**config.mk**
```make
export PLATFORM = sky130hd
export DESIGN_NAME = hilo_unit
export DESIGN_NICKNAME = d
export VERILOG_FILES = /design/src/rtl/hilo_unit.sv
export SDC_FILE = /design/constraint.sdc
export NUM_CORES = 1
export LEC_CHECK = 0
export BUFFER_PORTS_ARGS = -buffer_cell sky130_fd_sc_hd__buf_2
export CAP_MARGIN = 20
export CORE_UTILIZATION = 50
export DETAILED_ROUTE_END_ITERATION = 10
export PLACE_DENSITY_LB_ADDON = 0.08
export REMOVE_ABC_BUFFERS = 1
export SYNTH_ARGS = -nofsm -noshare
export SYNTH_HDL_FRONTEND = slang
export SYNTH_SLANG_ARGS = --single-unit
```
**constraint.sdc**
```tcl
create_clock -name clock -period 14.1 [get_ports clock]
set_clock_uncertainty 0.1 [all_clocks]
set_input_delay 2.115 -clock clock [delete_from_list [all_inputs] [get_ports clock]]
set_output_delay 2.115 -clock clock [all_outputs]
set_load 0.01 [all_outputs]
```
**src/rtl/hilo_unit.sv**
```systemverilog
// HI/LO register pair with a 32-cycle shift-add multiplier and a start/busy
// sequencer for the external negedge divider. Define HILO_DIV0_BYPASS_EN to skip the divider on a zero divisor.
module hilo_unit (
  input  logic        clock,
  input  logic        reset,
  input  logic        op_valid,
  input  logic [2:0]  op,
  input  logic [31:0] rs_val,
  input  logic [31:0] rt_val,
  output logic        stall,
  output logic [31:0] hi,
  output logic [31:0] lo,
  output logic        op_err,
  output logic        div_start,
  output logic [31:0] div_dividend,
  output logic [31:0] div_divisor,
  input  logic        div_busy,
  input  logic [31:0] div_q,
  input  logic [31:0] div_r
);

  localparam logic [2:0] OP_MULT  = 3'b001;
  localparam logic [2:0] OP_MULTU = 3'b010;
  localparam logic [2:0] OP_DIV   = 3'b011;
  localparam logic [2:0] OP_MTHI  = 3'b100;
  localparam logic [2:0] OP_MTLO  = 3'b101;

  typedef enum logic [2:0] {IDLE, MUL, MFIX, DLAUNCH, DWAIT, DWRITE} state_t;

  state_t      r_state, w_next;
  logic [63:0] r_mcand, r_acc;
  logic [31:0] r_mplier;
  logic [4:0]  r_cnt;
  logic        r_neg, r_seen;
  logic [31:0] r_hi, r_lo, r_div_dividend, r_div_divisor;
  logic        r_stall, r_op_err, r_div_start;
  logic [31:0] w_rs_abs, w_rt_abs;
  logic        w_illegal, w_div0;

  assign w_rs_abs  = rs_val[31] ? (~rs_val + 32'd1) : rs_val;
  assign w_rt_abs  = rt_val[31] ? (~rt_val + 32'd1) : rt_val;
  assign w_illegal = !(op inside {OP_MULT, OP_MULTU, OP_DIV, OP_MTHI, OP_MTLO});

`ifdef HILO_DIV0_BYPASS_EN
  logic r_byp;
  assign w_div0 = (rt_val == '0);
`else
  assign w_div0 = 1'b0;
`endif

  always_ff @(posedge clock or posedge reset) begin
    if (reset) r_state <= IDLE;
    else       r_state <= w_next;
  end

  always_comb begin
    w_next = r_state;
    case (r_state)
      IDLE: begin
        if (op_valid) begin
          if (op == OP_MULT || op == OP_MULTU) w_next = MUL;
          else if (op == OP_DIV)               w_next = w_div0 ? DWRITE : DLAUNCH;
        end
      end
      MUL:     if (r_cnt == 5'd31) w_next = MFIX;
      MFIX:    w_next = IDLE;
      DLAUNCH: w_next = DWAIT;
      // seen guards against leaving before the divider has raised busy
      DWAIT:   if (r_seen && !div_busy) w_next = DWRITE;
      DWRITE:  w_next = IDLE;
      default: w_next = IDLE;
    endcase
  end

  always_ff @(posedge clock or posedge reset) begin
    if (reset) begin
      r_mcand        <= '0;
      r_acc          <= '0;
      r_mplier       <= '0;
      r_cnt          <= '0;
      r_neg          <= 1'b0;
      r_seen         <= 1'b0;
      r_hi           <= '0;
      r_lo           <= '0;
      r_div_dividend <= '0;
      r_div_divisor  <= '0;
      r_stall        <= 1'b0;
      r_op_err       <= 1'b0;
      r_div_start    <= 1'b0;
`ifdef HILO_DIV0_BYPASS_EN
      r_byp          <= 1'b0;
`endif
    end else begin
      r_op_err    <= (r_state == IDLE) && op_valid && w_illegal;
      r_div_start <= (w_next == DLAUNCH);
      r_stall     <= (w_next != IDLE);
      case (r_state)
        IDLE: begin
          if (op_valid) begin
            case (op)
              OP_MULT: begin
                r_mcand  <= {32'd0, w_rs_abs};
                r_mplier <= w_rt_abs;
                r_acc    <= '0;
                r_cnt    <= '0;
                r_neg    <= rs_val[31] ^ rt_val[31];
              end
              OP_MULTU: begin
                r_mcand  <= {32'd0, rs_val};
                r_mplier <= rt_val;
                r_acc    <= '0;
                r_cnt    <= '0;
                r_neg    <= 1'b0;
              end
              OP_DIV: begin
                r_div_dividend <= rs_val;
                r_div_divisor  <= rt_val;
                r_seen         <= 1'b0;
`ifdef HILO_DIV0_BYPASS_EN
                r_byp          <= w_div0;
`endif
              end
              OP_MTHI: r_hi <= rs_val;
              OP_MTLO: r_lo <= rs_val;
              default: ;
            endcase
          end
        end
        MUL: begin
          if (r_mplier[0]) r_acc <= r_acc + r_mcand;
          r_mcand  <= r_mcand << 1;
          r_mplier <= r_mplier >> 1;
          r_cnt    <= r_cnt + 5'd1;
        end
        MFIX: {r_hi, r_lo} <= r_neg ? (~r_acc + 64'd1) : r_acc;
        DWAIT: if (div_busy) r_seen <= 1'b1;
        DWRITE: begin
`ifdef HILO_DIV0_BYPASS_EN
          if (r_byp) begin
            r_hi <= r_div_dividend;
            r_lo <= '1;
          end else begin
            r_hi <= div_r;
            r_lo <= div_q;
          end
`else
          r_hi <= div_r;
          r_lo <= div_q;
`endif
        end
        default: ;
      endcase
    end
  end

  assign stall        = r_stall;
  assign hi           = r_hi;
  assign lo           = r_lo;
  assign op_err       = r_op_err;
  assign div_start    = r_div_start;
  assign div_dividend = r_div_dividend;
  assign div_divisor  = r_div_divisor;

endmodule
```
After elaboration in Yosys (flattened, before gate mapping)
Index checks and enable logic that the tools add are counted.
{ "word_totals": {"regBits": 301, "out_inout_bits": 131, "wordCells": 98} }
{ "op_classes": {"add_sub_neg": 5, "eq_ne": 20, "mux": 33, "bitwise_logic": 4, "reduce_logical": 22} }
{ "ops": {"columns": ["operator", "n"], "rows": [
  ["case mux 64 bit (2 select lines)", 3],
  ["two-way mux 64 bit", 5],
  ["two-way mux 32 bit", 7],
  ["case mux 32 bit (3 select lines)", 2],
  ["case mux 32 bit (2 select lines)", 2],
  ["adder 32 x 1 -> 32 bit (second input constant)", 2],
  ["adder 64 x 1 -> 64 bit (second input constant)", 1],
  ["adder 64 bit", 1],
  ["inverter 32 bit", 2],
  ["inverter 64 bit", 1],
  ["AND reduction 3 bit", 6],
  ["== test 3 x 2 -> 1 bit (second input constant)", 5],
  ["two-way mux 3 bit", 5],
  ["!= test 2 bit (second input constant)", 7],
  ["== test 3 bit (second input constant)", 4],
  ["case mux 3 bit (4 select lines)", 1],
  ["two-way mux 5 bit", 2],
  ["case mux 5 bit (2 select lines)", 1],
  ["AND reduction 4 bit", 2],
  ["== test 3 x 1 -> 1 bit (second input constant)", 2],
  ["nonzero test 2 bit", 3],
  ["nonzero test 3 bit", 2],
  ["adder 5 x 1 -> 5 bit (second input constant)", 1],
  ["== test 5 bit (second input constant)", 1],
  ["other kinds (10)", 16]
]} }

Depth between registers and ports, before layout
Gate-level depths: netlist of run 1.
{ "depth": {"word_depth": 6, "depth_mapped": 13} }

Worst setup path before layout of run 1
Ideal clock, no wire load.
{ "synth_timing": {"kind": "input to register", "startpoint": "in rt_val[0]", "endpoint": "reg r_mplier[30]", "t_arrival_ps": 4443, "path_slack_ps": 9416, "stages": 12, "path_buffers": 0, "path_cell_list": "inv_1 > ha_1 > or3b_2 > or4_1 > nand2b_1 > nor2_1 > nand2_1 > o31ai_1 > o21ai_0 > xor2_1 > nor2_1 > a31oi_1"} }
{ "synth_via": {"elab_chain_cells": 6} }
{ "synth_lines": {"columns": ["element", "line", "text"], "rows": [
  ["start, declared", "9", "input logic [31:0] rt_val,"],
  ["inverter 32 bit", "41", "assign w_rt_abs = rt_val[31] ? (~rt_val + 32'd1) : rt_val;"],
  ["adder 32 x 1 -> 32 bit", "41", null],
  ["two-way mux 32 bit", "41", null],
  ["case mux 32 bit (2 select lines)", "100", "case (op)"],
  ["two-way mux 32 bit", "99", "if (op_valid) begin"],
  ["case mux 32 bit (2 select lines)", "97", "case (r_state)"],
  ["end signal, assigned", "103", "r_mplier <= w_rt_abs;"],
  ["end signal, assigned", "110", "r_mplier <= rt_val;"],
  ["end signal, assigned", "132", "r_mplier <= r_mplier >> 1;"],
  ["end, declared", "32", "logic [31:0] r_mplier;"]
]} }
No other way between the ends. The select of a mux whose other input is x is not followed.
A chain may end at the register's enable or synchronous reset.

Final worst setup path of run 1
{ "layout_timing": {"startpoint": "in rs_val[7]", "endpoint": "reg r_mcand[29]"} }
{ "layout_via": {"elab_chain_cells": 6} }
{ "layout_lines": {"columns": ["element", "line", "text"], "rows": [
  ["start, declared", "8", "input logic [31:0] rs_val,"],
  ["inverter 32 bit", "40", "assign w_rs_abs = rs_val[31] ? (~rs_val + 32'd1) : rs_val;"],
  ["adder 32 x 1 -> 32 bit", "40", null],
  ["two-way mux 32 bit", "40", null],
  ["case mux 64 bit (2 select lines)", "100", null],
  ["two-way mux 64 bit", "99", null],
  ["case mux 64 bit (2 select lines)", "97", null],
  ["end signal, assigned", "102", "r_mcand <= {32'd0, w_rs_abs};"],
  ["end signal, assigned", "109", "r_mcand <= {32'd0, rs_val};"],
  ["end signal, assigned", "131", "r_mcand <= r_mcand << 1;"],
  ["end, declared", "31", "logic [63:0] r_mcand, r_acc;"]
]} }
No other way between the ends. The select of a mux whose other input is x is not followed.

==> results of run 1 <==
## worst max-delay path: stages
cell and delay [ps]:
buf_2 160, or4_1 610, or3_1 400, nor4_2 430, nand3_1 230, nor3_1 470
a21oi_1 160, xnor2_1 170, nor2_1 60, a21oi_1 140, o21ai_0 90
## power groups by stage
| stage | sequential, W | combinational [W] | clock [W] |
|---|---|---|---|
| 2_1_floorplan | 0.00162 | 0.00151 | 0 |
| 3_3_place_gp | 0.00159 | 0.00227 | 0 |
| 3_5_place_dp | 0.00160 | 0.00232 | 0 |
| 4_1_cts | 0.00159 | 0.00233 | 0.00103 |
| 5_1_grt | 0.00165 | 0.00259 | 0.00106 |
| 6_report | 0.00160 | 0.00233 | 0.00102 |
## cells in the final DEF, fill, tap and decap left out, types with 10 or more instances in the layout
master	n
a21o_1	34
a21oi_1	163
a221oi_1	54
a31oi_1	33
and3_1	10
buf_2	265
buf_4	19
clkbuf_16	37
dfrtp_1	300
ha_1	68
inv_1	23
mux2_2	64
nand2_1	271
nand2b_1	26
nand3_1	52
nand4_1	19
nor2_1	200
nor2b_1	11
nor3_1	24
nor4_1	14
o21ai_0	205
o21bai_1	14
o22ai_1	23
o31ai_1	35
o41ai_1	18
or3_1	16
or4_1	13
xnor2_1	70
xor2_1	99
## final cells by class
class / count / area [sq um]
inverter: 24 / 97.6
clock buffer: 49 / 1030
multi-input combinational: 1666 / 10500
clock inverter: 14 / 236
timing repair buffer: 284 / 1470
fill: 3313 / 15100
antenna: 1 / 2.50
tap: 468 / 586
sequential: 301 / 7530
## flip-flops by register name, indices dropped and copies added, names as in the netlist, 5 cells and up
register      cells
r_mcand          64
r_cnt             5
lo               32
r_acc            64
div_divisor      32
hi               32
r_mplier         32
div_dividend     32
## how the worst max path moves through the flow
stage	start	to	slack [ps]	depth (start not counted)
finish	rs_val[7]	r_mcand[29]$_DFFE_PP0P_	9390	11
global route	rs_val[7]	r_mcand[29]$_DFFE_PP0P_	9120	11
CTS	rs_val[7]	r_mcand[29]$_DFFE_PP0P_	9420	11
detailed placement	rs_val[7]	r_mcand[29]$_DFFE_PP0P_	8830	11
global placement	rs_val[7]	r_mcand[29]$_DFFE_PP0P_	8880	11
floorplan	reset	div_dividend[0]$_DFFE_PP0P_	3570	1
## cell usage after synthesis (all sizes together) (3+ instances only)
cell / number
a221oi: 58
o22ai: 23
and4: 3
inv: 24
nor3: 25
nor2: 202
mux2i: 5
or4: 16
nand2b: 27
nand3b: 4
nor2b: 11
mux2: 64
or2: 5
nor4: 15
o41ai: 20
a31o: 3
a22oi: 5
a21oi: 164
a41oi: 5
and3: 11
a2111oi: 4
nand3: 52
o31ai: 36
dfrtp: 301
xor2: 99
nor3b: 8
o21a: 3
or3: 17
buf: 8
xnor2: 70
o21bai: 14
nand4: 19
and2: 9
a22o: 3
nand2: 275
clkbuf: 129
o21ai: 214
a21boi: 5
a21o: 34
a31oi: 33
o211ai: 6
a32o: 4
ha: 68
## stage by stage
stage	setup WS, ps	util [%]	std cells
5_1_grt	9120	58.7	2807
3_5_place_dp	8830	55.2	2743
2_1_floorplan	3570	-	1991
3_3_place_gp	8880	55.2	2743
4_1_cts	9420	58.7	2806
6_report	9390	58.7	2807
## layer usage
metal / vias to the layer above / track usage [%]
met4: 0 / 10.6
met3: 107 / 4.68
met2: 647 / 53.9
met5: - / 0
li1: 8053 / -
met1: 8547 / 43.4
## kinds of logic (layout without fill, tap and decap cells)
group / Yosys count / after routing
compound gates: 652 / 652
xor+xnor: 169 / 169
fa+ha+maj: 69 / 69
buf+inv: 161 / 371
flops: 301 / 301
mux: 69 / 69
other cells: 0 / 1
simple gates: 707 / 707
==> results summary, run 1 <==
The count of distinct cell types in the synthesized netlist came out at 81. The initial antenna violation count came out at 1. The achievable clock frequency is 212 MHz. The critical path data arrival time is around 5000 ps. The total number of placement rows came out at 70. Summing the areas of all xor and xnor instances in the mapped netlist gives 7.95% of the synthesized area. The number of violations of the max-capacitance limit is 0. The source-to-sink clock delay at the later pin of the worst-skew pair is 560 ps.

The post-CTS setup repair buffer count came out at 0. For this run, the detailed router's first-pass iteration total came to 5. The peak supply drop is 0.132 mV. The average wire length per cell after detail routing is 22.0 um. CTS saw ~300 sinks. The count of mapped cells out of synthesis came out at 2128. Multiplexer cells account for 4.14% of the synthesized area. The topmost layer with routed signal wires is met4. The worst hold margin is 386 ps.

The combinational share of power is 47.2%. The placer congestion estimate came out at 0.920. The clock tree buffer depth came out at 3. The compound-cell area share of the yosys netlist is 22.1%. The count of final hold-check violations came out at 0. The startpoint identified for the worst register-to-register timing path is r_acc[8]$_DFFE_PP0P_. The initial DRC count came out at 1420. The via count of the first global-routing pass came out at 16800. The clock period minus worst slack is 4710 ps. The largest area contributor in the synthesized netlist is dfrtp_1. The synthesized-area fraction occupied by adder cells is 4.67%. For this block, the via count after detailed routing is 17400. The wire length on met2 came out at 29.6 mm. The switching fraction of total power came out at 43.2%.

The critical path endpoint category is a register. The half-perimeter wire length of the detailed placement result is 43.7 mm. After floorplanning, the core was sized to cover between 30000 and 40000 sq um.

The category of the critical setup timing path is primary input to register. At the pin with the least slew margin, the transition time is 1110 ps. The endpoint of the worst hold-timing path is hi[19]$_DFFE_PP0P_.

The fraction of the cycle the final worst path needs is about a third. The startpoint class of the critical path is a primary input. The fraction of registers with async set or reset after synthesis came out at between 90% and 100%.

The analysis attributes to net switching a power of 0.00214 W. The setup-violating endpoint count in the final report is 0. The overall track demand over capacity in global routing is 32.4%.

TritonCTS built the clock tree. The number of H-tree levels came out at 2. The part of the power in registers is between 30% and 40%. The vertical die dimension is about 200 um. The detail route stage leaves a number of antenna-violating nets equal to 0. Wire segments on met3 add up to between 3 and 4 mm in the final route. The synthesized area per cell came out at 8.75 sq um. The die footprint is 38000 sq um. The global route total overflow is 0. The flow ran to the end, and the final reports show no timing, DRC or antenna violations.

The power density over the cells came out at about 230 nW/um^2. The worst register-to-register path ends at hi[29]$_DFFE_PP0P_. The hold buffer count at cts is 0. The synthesized design devotes to its leading area cell type 40.4% of total area.

The min-delay analysis places its worst path in the category register to register. The number of nets in the final layout came out at 2517. The simple-gate share of the synthesized area is between 10% and 20%. The number of cells on the worst hold path came out at 2. The tree is rooted in a clkbuf_16.

The area of the mapped netlist came out at 18600 sq um. The DRC violation count after routing is 0. The total routed wire length on the met1 layer came out at 26.3 mm. After clock tree synthesis, the clock-pin slew on the worst setup and hold paths is 60 ps. The total negative setup slack is 0 ps. After detailed placement, the total cell area comes to 20200 sq um. The count of cells along the worst register-to-register path is 10.

After routing the design area is 21500 sq um. The number of buffers created by CTS came out at 36. The final wirelength is 61.6 mm.

The yosys synthesis warning count came out at 0. The post-synthesis register bit count came out at 301. The detail-routed via count per cell came out at around 6.2. Once the clock tree was built, the resizer swapped 0 gates to a different size.

The share of layout cells above drive strength 1 came out at 19.0%. The number of I/O pins came out at approximately 270. Entering global routing, the biggest net connects 117 pins. The sequential fraction of the synthesis area is 40.4%. The share of power burned in the clock network is slightly above 20%. The first-pass GRT wire length came out at just under 100 mm.

In this run the most critical hold path is launched from hi[19]$_DFFE_PP0P_. The reg-to-reg setup timing slack came out at 9990 ps. After synthesis, the cell types taking the most area are dfrtp_1 (40%), nand2_1 (5.5%), o21ai_0 (5.5%). Setup repair after global routing left no endpoint under its margin. Buffers placed on the I/O ports in this run total 265. Summed over all cells, the static leakage comes to 9.46 nW.

Among all flip-flop cells after synthesis, the most frequent one is dfrtp_1. The area growth from synthesis to final layout came out at 15.3%. The internal power component came out at between 0.002 and 0.003 W. The initial core utilization is 50.9%. The maximum fanout along the worst path came out at 7. The synthesized design contains 0 enable-type register cells.

The overall power is 0.00495 W. The count of pins over their slew limit came out at 0. The combinational family with the most area after synthesis is compound AO/OA/AOI/OAI gates.

The die width is 195 um. The worst slew margin relative to its limit is around a quarter. The critical path data required time came out at around 14000 ps.
Note: power is estimated with default switching activity, not from simulation.
==> run 2: changes to the inputs <==
Settings changed: ABC_AREA set to 1.
Clock period 14.1 ns to 4.1 ns, I/O delays scaled along.
==> run 2 against run 1 <==
  * Global-route usage up 4.6 points
  * Worst hold slack lost 290 ps
  * First-iteration DRC count is 75% higher
  * Non-clock buffer count rose by 3
  * Routed wire length grew 35%
  * Power grew to 4.2 times the previous value
  * Critical path type is now register to register
  * Largest power group unchanged
==> results summary, run 2 <==
The run finished with clean final reports. The met1 routing resource usage after global routing is 50.5%. Tracing the worst setup path back leads to its startpoint at r_acc[48]$_DFFE_PP0P_. The peak supply drop is 0.429 mV.

The post-cts resize count came out at 0. For this design the static power due to leakage is between 10 and 15 nW. Setup repair after global routing left no endpoint under its margin. Sorting the synthesized cells by how often they occur yields nand2_1 (1162), inv_1 (551), nor2_1 (327).

The clock period minus worst slack is 2930 ps. The synthesized area per cell is around 6.3 sq um. The actual slew at the worst max-slew pin is 851 ps.

The power density over the cells is 834 nW/um^2. The remaining number of nets flagged by the antenna check after routing is 0. The post-CTS setup repair buffer count came out at 0. The DRC violation count after routing is 0. The root buffer cell is clkbuf_16. The most used flip-flop cell after synthesis is dfrtp_1. The area share of the leading cell type in the synthesized netlist came out at between 30% and 40%. The number of I/O pins came out at 266.

The number of nets in the final layout is 3918. The met2 capacity usage during global routing came out at 58.3%. The count of final hold-check violations is 0. After global routing, the most crowded layer is met2. Once the floorplan was initialized, standard cells occupied approximately half of the core. The launch point of the worst reg-to-reg path is r_acc[48]$_DFFE_PP0P_. Walking the worst path, the cells encountered are ha_1, nand2_1, nor2_1, nand2_1, nor4_1, nand2_1, nand2_1, nand2_1, nand3_1, nand2_1.

Yosys printed 0 warnings. The half-perimeter wire length of the detailed placement result is approximately 65 mm. The synthesized design contains between 300 and 400 register bits. Global routing finished with a remaining overflow of 0. The count of distinct cell types in the synthesized netlist is 46. After detailed routing, the total wire length is 83.2 mm.

The number of iterations in the first detailed-routing pass came out at 6. Counting tap cells, the placed design contains a total of 4260 instances. The critical path data arrival time came out at 3290 ps.

The count of mapped cells out of synthesis came out at 3493. The average wire length per cell after detail routing is 19.2 um. In this run the worst setup path terminates at r_acc[62]$_DFFE_PP0P_. The share of layout cells above drive strength 1 came out at 10.7%. The via count of the first global-routing pass came out at 22600.

From synthesis to final layout, the design area changed by 13.9%. The worst register-to-register path has a setup slack of 1170 ps. The fraction of the cycle the final worst path needs is 71.6%. The path class of the tightest hold or removal check is primary input to async pin. The die footprint came out at approximately 45000 sq um.

The placer congestion estimate is about 1. The post-CTS clock slew at the launch and capture registers of the worst setup and hold paths came out at 70 ps. The initial antenna violation count is 1. The detail-routed via count per cell is 5.58. Among all stages on the critical path, the largest delay is contributed by nor4_1. In the post-synthesis netlist, the cell with the most instances is nand2_1.

The finished layout holds about 4300 standard cells, fillers aside. In this design, the stage delay of the slowest critical-path cell is 650 ps. For met3 alone, demand over resource in global routing was 5.89%. The largest area contributor in the synthesized netlist is dfrtp_1. The count of port buffers added during placement is 265. The count of flip-flops with a built-in enable after synthesis came out at 0.

The critical path endpoint category is a register. The vertical die dimension is 212 um. The maximum fanout along the worst path came out at 6. The clock tree buffer depth is 3. The overall power is roughly 0.021 W.

For this block, the via count after detailed routing is 24100. Static timing analysis puts the maximum clock frequency at roughly 340 MHz. For the worst-skew pair, the clock arrives at the later sink with an insertion delay of roughly 570 ps. The first global-routing pass estimated around 130 mm of wire. Yosys attributes the largest share of cell area to dfrtp_1 (34%), nand2_1 (20%), inv_1 (9.4%). The cell that appears most often on the critical path is nand2_1. The category of the critical setup timing path is register to register. The sequential fraction of the synthesis area is 34.2%.

The initial DRC count came out at about 2500. The area of the mapped netlist is 22000 sq um. The largest registers in the layout are r_acc (64), r_mcand (64). The startpoint class of the critical path is a register. Entering global routing, the biggest net connects between 100 and 150 pins. The die width came out at roughly 210 um. The number of H-tree levels came out at 2. The area of the core came out at 43300 sq um. The count of pins over their slew limit came out at 0. In this run the tightest slew margin relative to its limit is 43.3%. The number of violations of the max-capacitance limit came out at 0.

The top cell types in the final layout, fill and taps aside, are nand2_1 (1162), inv_1 (550), nor2_1 (326). The number of sinks handled by clock tree synthesis came out at 301. The hold buffer count at cts is 0.

The critical path data required time is 4460 ps. The overall track demand over capacity in global routing is 37.0%. The most common library cell in the layout ignoring fill and taps is nand2_1.

The setup-violating endpoint count in the final report is 0. The total number of placement rows is 76. The number of buffers created by CTS came out at 37. In this run the critical register-to-register path is captured at r_acc[62]$_DFFE_PP0P_. TritonCTS built the clock tree. The fraction of registers with async set or reset after synthesis came out at 100%. The count of cells along the worst register-to-register path came out at 10.
[run 2: cell types whose count changed in the layout (fill, tap and decap cells not counted), sizes merged, moves of 27 or more]
cell    before   now
mux2        64     0
nor2       202   340
nand2      275  1172
xnor2       70     6
a221oi      58    16
o31ai       36     4
o22ai       23    52
a31oi       33     1
a211oi       1    29
nand2b      27     0
xor2        99    22
inv         26   565
nand3       52   281
a21o        34     0
[run 2: power breakdown]
group	switching [W]	internal, W	leakage [nW]
logic	0.00790	0.00375	9.29
clock network	0.00143	0.00208	0.609
registers	0.00138	0.00438	3.71
total	0.0107	0.0102	13.6
[run 2: critical path: cells and delay by family, from the launching register on]
kind	cells	cell delay, ps
flip-flops	1	530
adder cells (fa/ha/maj)	1	480
AND/OR/NAND/NOR	9	1700
[run 2: worst min-delay path by stage]
stage,endpoint,cells after the start,from,slack (ps)
2_1_floorplan,r_mplier[12]$_DFFE_PP0P_,2,r_mplier[12]$_DFFE_PP0P_,340
3_3_place_gp,div_divisor[26]$_DFFE_PP0P_,2,div_divisor[26]$_DFFE_PP0P_,360
3_5_place_dp,lo[12]$_DFFE_PP0P_,2,lo[12]$_DFFE_PP0P_,360
4_1_cts,div_dividend[27]$_DFFE_PP0P_,2,reset,140
5_1_grt,div_dividend[4]$_DFFE_PP0P_,2,reset,180
6_report,lo[2]$_DFFE_PP0P_,2,reset,90
[run 2: cell type report]
cell class,instances,area [sq um]
Antenna cell,1,2.50
Clock buffer,47,1010
Clock inverter,17,250
Fill cell,4250,18200
Inverter,565,2130
Multi-Input combinational cell,2522,11900
Sequential cell,301,7530
Tap cell,585,732
Timing Repair Buffer,287,1550
[run 2: layer usage]
layer	share of wire (%)	wire length [um]	vias up
met3	8.2	6820	169
met1	44	36400	11300
met5	0	0	-
met4	3.8	3190	0
met2	44	36900	1127
li1	-	-	11500
[run 2: kinds of logic after synthesis]
kind of cell	count (synthesis)	share of synthesized area (%)
simple gates	1894	35.3
xor+xnor	28	1.11
flops	301	34.2
buf+inv	670	11.9
compound gates	531	13.6
fa+ha+maj	69	3.95
[run 2: through the flow]
step / setup WS (ps) / hold WS (ps) / util [%] / TNS (ps) / cell area [sq um]
6_report: 1170 / 92.0 / 58.0 / 0 / 25100
2_1_floorplan: -4930 / 344 / - / -1488200 / 21500
3_5_place_dp: 1220 / 364 / 55.1 / 0 / 23800
4_1_cts: 1340 / 141 / 58.0 / 0 / 25100
3_3_place_gp: 1270 / 358 / 55.0 / 0 / 23800
5_1_grt: 1090 / 183 / 58.0 / 0 / 25100
